`src/rtl/speed_pkg.sv`:
```
// Shared definitions for the game-speed selection interface: speed codes,
// round FSM state encoding and the speed-to-period mapping.
package speed_pkg;

    localparam logic [1:0] SPEED_NORMAL = 2'b00;
    localparam logic [1:0] SPEED_INTER  = 2'b01;
    localparam logic [1:0] SPEED_ADV    = 2'b10;

    typedef enum logic [1:0] {
        IDLE = 2'd0,
        LOAD = 2'd1,
        RUN  = 2'd2,
        DONE = 2'd3
    } state_t;

    // The unused code 2'b11 is treated as normal speed.
    function automatic logic [1:0] speed_norm(input logic [1:0] speed);
        return (speed == 2'b11) ? SPEED_NORMAL : speed;
    endfunction

    function automatic int unsigned speed_period(input logic [1:0] speed,
                                                 input int unsigned p_normal,
                                                 input int unsigned p_inter,
                                                 input int unsigned p_adv);
        case (speed)
            SPEED_INTER: return p_inter;
            SPEED_ADV:   return p_adv;
            default:     return p_normal;
        endcase
    endfunction

endpackage

```
`src/rtl/tick_prescaler.sv`:
```
// Down-counting prescaler: reloads itself on reaching zero and emits a
// registered one-cycle pulse for every wrap.
module tick_prescaler #(
    parameter int CNT_W = 26
) (
    input  logic             clk,
    input  logic             rst,
    input  logic             load,
    input  logic [CNT_W-1:0] load_val,
    input  logic             enable,
    output logic             wrap,
    output logic             zero
);

    logic [CNT_W-1:0] cnt;

    // Combinational wrap lets the parent update its round state on the same edge.
    assign wrap = enable && !load && (cnt == '0);

    always_ff @(posedge clk) begin
        if (!rst) begin
            cnt  <= '0;
            zero <= 1'b0;
        end else begin
            zero <= wrap;
            if (load) begin
                cnt <= load_val;
            end else if (enable) begin
                cnt <= wrap ? load_val : cnt - CNT_W'(1);
            end
        end
    end

endmodule

```
`src/rtl/speed_tick_gen.sv`:
```
// Round timer: latches the selected speed and emits ROUND_TICKS tick pulses.
// Define SPEED_RAMP_EN to shorten the period every 10th tick within a round.
module speed_tick_gen
    import speed_pkg::*;
#(
    parameter int unsigned TICK_NORMAL = 50_000_000,
    parameter int unsigned TICK_INTER  = 25_000_000,
    parameter int unsigned TICK_ADV    = 12_500_000,
    parameter int unsigned ROUND_TICKS = 30,
    parameter int          CNT_W       = 26,
    parameter int          RT_W        = 6
) (
    input  logic            clk,
    input  logic            rst,
    input  logic [1:0]      game_speed,
    input  logic            control,
    input  logic            pause,
    output logic            tick,
    output logic [RT_W-1:0] ticks_left,
    output logic            running,
    output logic            round_done,
    output logic [1:0]      speed_q
);

    state_t           state;
    state_t           state_d;
    logic [CNT_W-1:0] base_period;
    logic [CNT_W-1:0] cur_period;
    logic [CNT_W-1:0] load_val;
    logic             load;
    logic             enable;
    logic             wrap;
    logic             zero;

    assign base_period = CNT_W'(speed_period(speed_norm(game_speed),
                                             TICK_NORMAL, TICK_INTER, TICK_ADV));

    // Gating with control means an abort edge can never produce a tick.
    assign load     = (state == LOAD);
    assign enable   = (state == RUN) && control && !pause;
    assign load_val = load ? base_period - CNT_W'(1) : cur_period - CNT_W'(1);

    tick_prescaler #(.CNT_W(CNT_W)) u_prescaler (
        .clk      (clk),
        .rst      (rst),
        .load     (load),
        .load_val (load_val),
        .enable   (enable),
        .wrap     (wrap),
        .zero     (zero)
    );

    assign tick       = zero;
    assign running    = (state == RUN);
    assign round_done = (state == DONE);

    always_ff @(posedge clk) begin
        if (!rst) begin
            state <= IDLE;
        end else begin
            state <= state_d;
        end
    end

    always_comb begin
        state_d = state;
        case (state)
            IDLE: if (control) state_d = LOAD;
            LOAD: state_d = RUN;
            RUN: begin
                if (!control) begin
                    state_d = IDLE;
                end else if (wrap && ticks_left == RT_W'(1)) begin
                    state_d = DONE;
                end
            end
            DONE: if (!control) state_d = IDLE;
            default: state_d = IDLE;
        endcase
    end

`ifdef SPEED_RAMP_EN
    logic [3:0]       ramp_cnt;
    logic [CNT_W-1:0] ramp_next;
    logic [CNT_W-1:0] ramp_floor;

    assign ramp_floor = CNT_W'(TICK_ADV / 2);
    assign ramp_next  = cur_period - (cur_period >> 3);
`endif

    always_ff @(posedge clk) begin
        if (!rst) begin
            ticks_left <= '0;
            speed_q    <= SPEED_NORMAL;
            cur_period <= CNT_W'(TICK_NORMAL);
`ifdef SPEED_RAMP_EN
            ramp_cnt   <= '0;
`endif
        end else begin
            case (state)
                LOAD: begin
                    speed_q    <= speed_norm(game_speed);
                    cur_period <= base_period;
                    ticks_left <= RT_W'(ROUND_TICKS);
`ifdef SPEED_RAMP_EN
                    ramp_cnt   <= '0;
`endif
                end
                RUN: begin
                    if (!control) begin
                        ticks_left <= '0;
                    end else if (wrap) begin
                        ticks_left <= ticks_left - RT_W'(1);
`ifdef SPEED_RAMP_EN
                        // New period applies from the following interval.
                        if (ramp_cnt == 4'd9) begin
                            ramp_cnt   <= '0;
                            cur_period <= (ramp_next < ramp_floor) ? ramp_floor : ramp_next;
                        end else begin
                            ramp_cnt <= ramp_cnt + 4'd1;
                        end
`endif
                    end
                end
                default: ;
            endcase
        end
    end

endmodule

```
`config.mk`:
```
export PLATFORM = sky130hd
export DESIGN_NAME = speed_tick_gen
export DESIGN_NICKNAME = d
export VERILOG_FILES = /design/src/rtl/speed_pkg.sv /design/src/rtl/tick_prescaler.sv /design/src/rtl/speed_tick_gen.sv
export SDC_FILE = /design/constraint.sdc
export NUM_CORES = 1
export LEC_CHECK = 0
export BUFFER_PORTS_ARGS = -buffer_cell sky130_fd_sc_hd__buf_2
export CAP_MARGIN = 40
export CORE_MARGIN = 2
export CORE_UTILIZATION = 46
export CTS_BUF_LIST = sky130_fd_sc_hd__clkbuf_8
export DETAILED_ROUTE_END_ITERATION = 8
export PLACE_DENSITY = 0.63
export SYNTH_ARGS = -nofsm -noshare
export SYNTH_HDL_FRONTEND = slang
export SYNTH_SLANG_ARGS = --single-unit
```
`constraint.sdc`:
```
create_clock -name clk -period 3.5 [get_ports clk]
set_clock_uncertainty 0.2 [all_clocks]
set_input_delay 0.525 -clock clk [delete_from_list [all_inputs] [get_ports clk]]
set_output_delay 0.525 -clock clk [all_outputs]
set_load 0.05 [all_outputs]
```
==> run_results.csv <==
group,metric,value,unit
critical_path,crit_family,"simple AND/OR/NAND/NOR gates",
final_layout,syn_to_final_growth,9.78,%
critical_path,critPathArrivalTime,2950,ps
critical_path,crit_start,"u_prescaler.cnt[11]",
global_route,grt_pass1_vias,2140,
worst_hold_path,hp-class,"register to register",
run_status,outcome,"finished clean",
critical_path,required,3540,ps
logic_synthesis,dominantRegCellSynth,"dfxtp_1",
critical_path,crit_path_cell_trace,"or4_1 > or3_1 > o31ai_2 > buf_4 > and3_1 > o21a_1",
detailed_routing,vias,2345,
logic_synthesis,synth.area.top_cells,"dfxtp_1 (32%), ha_1 (6.4%), xnor2_1 (4.1%)",
run,drv_cap,0,
critical_path,reg2reg_from,"u_prescaler.cnt[11]",
global_route,grt_overflow,0,
global_route,antenna_found_initial,0,
placement,gp_congestion,0.840,
logic_synthesis,yosys_warnings,0,
detailed_routing,wl,6.51,mm
cts,cts_buffer_depth,2,
timing,tightestPinTransition,660,ps
global_route,grt_first_pass_wirelength,10.7,mm
placement,dp_cells,388,
logic_synthesis,syn_nets,329,
logic_synthesis,synthArstFlopShare,0,
logic_synthesis,synth_top_area_frac,0.324,
cts,postCtsResizedCells,0,
critical_path,endpoint_kind,"register",
final_layout,finalNonFillerCells,396,
logic_synthesis,syn_avg_cell_area,8.17,um2
logic_synthesis,ys_top_cells_by_count,"dfxtp_1 (41), nand2_1 (26), nor2_1 (24)",
final_layout,seq_area,821,um2
critical_path,worstSetupPathType,"register to register",
cts,htree_levels,2,
die,io_pins,17,
timing,hold_violations,0,
cts,postCtsSetupRepairBufs,0,
timing,drv_slew,0,
timing,fin_crit,2910,ps
logic_synthesis,yosysSeqAreaShare,0.324,
critical_path,r2r-end,"u_prescaler.cnt[5]",
cts,cts_buffers,5,
critical_path,slowest_stage,"or4_1",
logic_synthesis,synth_seq_cells,41,
placement,port_buffers,16,
logic_synthesis,synthDistinctLibCells,54,
cts,clock_sinks,41,
die,die_w,78.2,um
placement,hpwl,4.77,mm
cts,cts_hold_buf,0,
critical_path,crit_buf_inv,1,
timing,fin_crit_sh,0.831,
critical_path,rrSetupSlack,590,ps
logic_synthesis,yosysMostFrequentCell,"dfxtp_1",
detailed_routing,dr.pass1.iters,4,
detailed_routing,drtIter0Drc,170,
logic_synthesis,syn_area,2530,um2
die,num_rows,27,
die,die_height,78.2,um
detailed_routing,wl_per_cell,16.4,um
cts,cts_tree,"yes",
critical_path,worstRegToRegCells,6,
global_route,grt_max_degree,26,
final_layout,fill_cells,567,
logic_synthesis,synthCells,310,
die,start_util,0.469,
final_layout,antenna_cells,0,
critical_path,cp_max_fo,10,
power_and_ir_drop,p_per_area,547,nW/um2
die,die-area,6120,um2
timing,max_freq,344,MHz
power_and_ir_drop,p_leak,1.07,nW
detailed_routing,drcViolationCount,0,
final_layout,final_area,2780,um2
cts,clock-root-buffer,"clkbuf_8",
final_layout,nets,342,
final_layout,drive_gt1_frac,0.123,
timing,rsz0062_at_grt,"false",
cts,clk_pin_slew,80,ps
critical_path,slowest_delay,660,ps
logic_synthesis,yosysTopAreaCell,"dfxtp_1",
timing,layout_setup_ws,593,ps
critical_path,start_kind,"register",
timing,tns,0,ps
critical_path,cp_num_cells,6,
logic_synthesis,synth-edff-count,0,
placement,dp_slack,692,ps
timing,hold-worst-slack,284,ps
die,core,5410,um2
placement,placed_cell_area,2700,um2
final_layout,multiInputGateArea,1580,um2
timing,setup_violations,0,
detailed_routing,detail_route.vias_per_cell,5.92,
power_and_ir_drop,vdd_drop_max,0.000232,V
cts,worstSkewPairLatency,290,ps
timing,slew_headroom,0.556,
global_route,grt_usage,0.220,
critical_path,crit_path_end,"u_prescaler.cnt[5]",
detailed_routing,ant_nets,0,
## sequential cells by signal, indices dropped and copies added (netlist names)
signal and cells:
u_prescaler.cnt 26, speed_q 1, ticks_left 6, cur_period 5
u_prescaler.zero 1, state 2
## through the flow
step / total power, mW / utilization
finish: 1.52 / 0.515
global route: 1.62 / 0.515
CTS: 1.52 / 0.515
detailed placement: 1.22 / 0.499
global placement: 1.22 / 0.494
floorplan: 1.08 / -
## final cells by class
type                            count  area share
Timing Repair Buffer               24      0.0576
Multi-Input combinational cell    238       0.568
Clock buffer                        5      0.0247
Clock inverter                      3     0.00495
Inverter                           13      0.0175
Sequential cell                    41       0.295
Tap cell                           72      0.0324
## layout by cell type, fill, tap and decap left out, drive strengths merged, types with 4 or more instances in the layout
| master | instances |
|---|---|
| dfxtp | 41 |
| nand2 | 26 |
| nor2 | 24 |
| buf | 24 |
| a21oi | 20 |
| o21ai | 18 |
| nor4 | 15 |
| inv | 14 |
| ha | 13 |
| nor3 | 13 |
| xnor2 | 12 |
| mux2i | 6 |
| nand3 | 6 |
| xor2 | 6 |
| a31oi | 6 |
| or4 | 6 |
| nand4 | 5 |
| o211ai | 5 |
| clkbuf | 5 |
| or3 | 4 |
| o21a | 4 |
## worst min path at each step
| stage | slack [ps] | from | to | cells past startpoint |
|---|---|---|---|---|
| 2_1_floorplan | 240 | cur_period[23] | cur_period[23] | 1 |
| 5_1_grt | 310 | cur_period[23] | cur_period[23] | 1 |
| 3_5_place_dp | 270 | cur_period[23] | cur_period[23] | 1 |
| 3_3_place_gp | 250 | cur_period[23] | cur_period[23] | 1 |
| 6_report | 280 | cur_period[23] | cur_period[23] | 1 |
| 4_1_cts | 290 | cur_period[23] | cur_period[23] | 1 |
## per-layer routing
metal	global-route usage	wire length, um	vias to the layer above
met5	0	0	-
met4	0.0649	110	0
met3	0.0379	344	10
met2	0.335	2910	66
met1	0.317	3150	1099
li1	-	-	1170
## cells by family after synthesis
logic type	after synthesis	synth area share
simple gates	117	0.246
mux	8	0.0326
compound gates	82	0.218
flops	41	0.324
fa+ha+maj	13	0.0642
buf+inv	31	0.0528
xor+xnor	18	0.0622
## where the power goes
part / total, mW / internal, mW / switching, mW / leakage (nW)
Sequential: 0.621 / 0.535 / 0.0861 / 0.337
Combinational: 0.599 / 0.235 / 0.364 / 0.686
Clock: 0.302 / 0.136 / 0.167 / 0.0491
(Power assumes the default switching activity.)
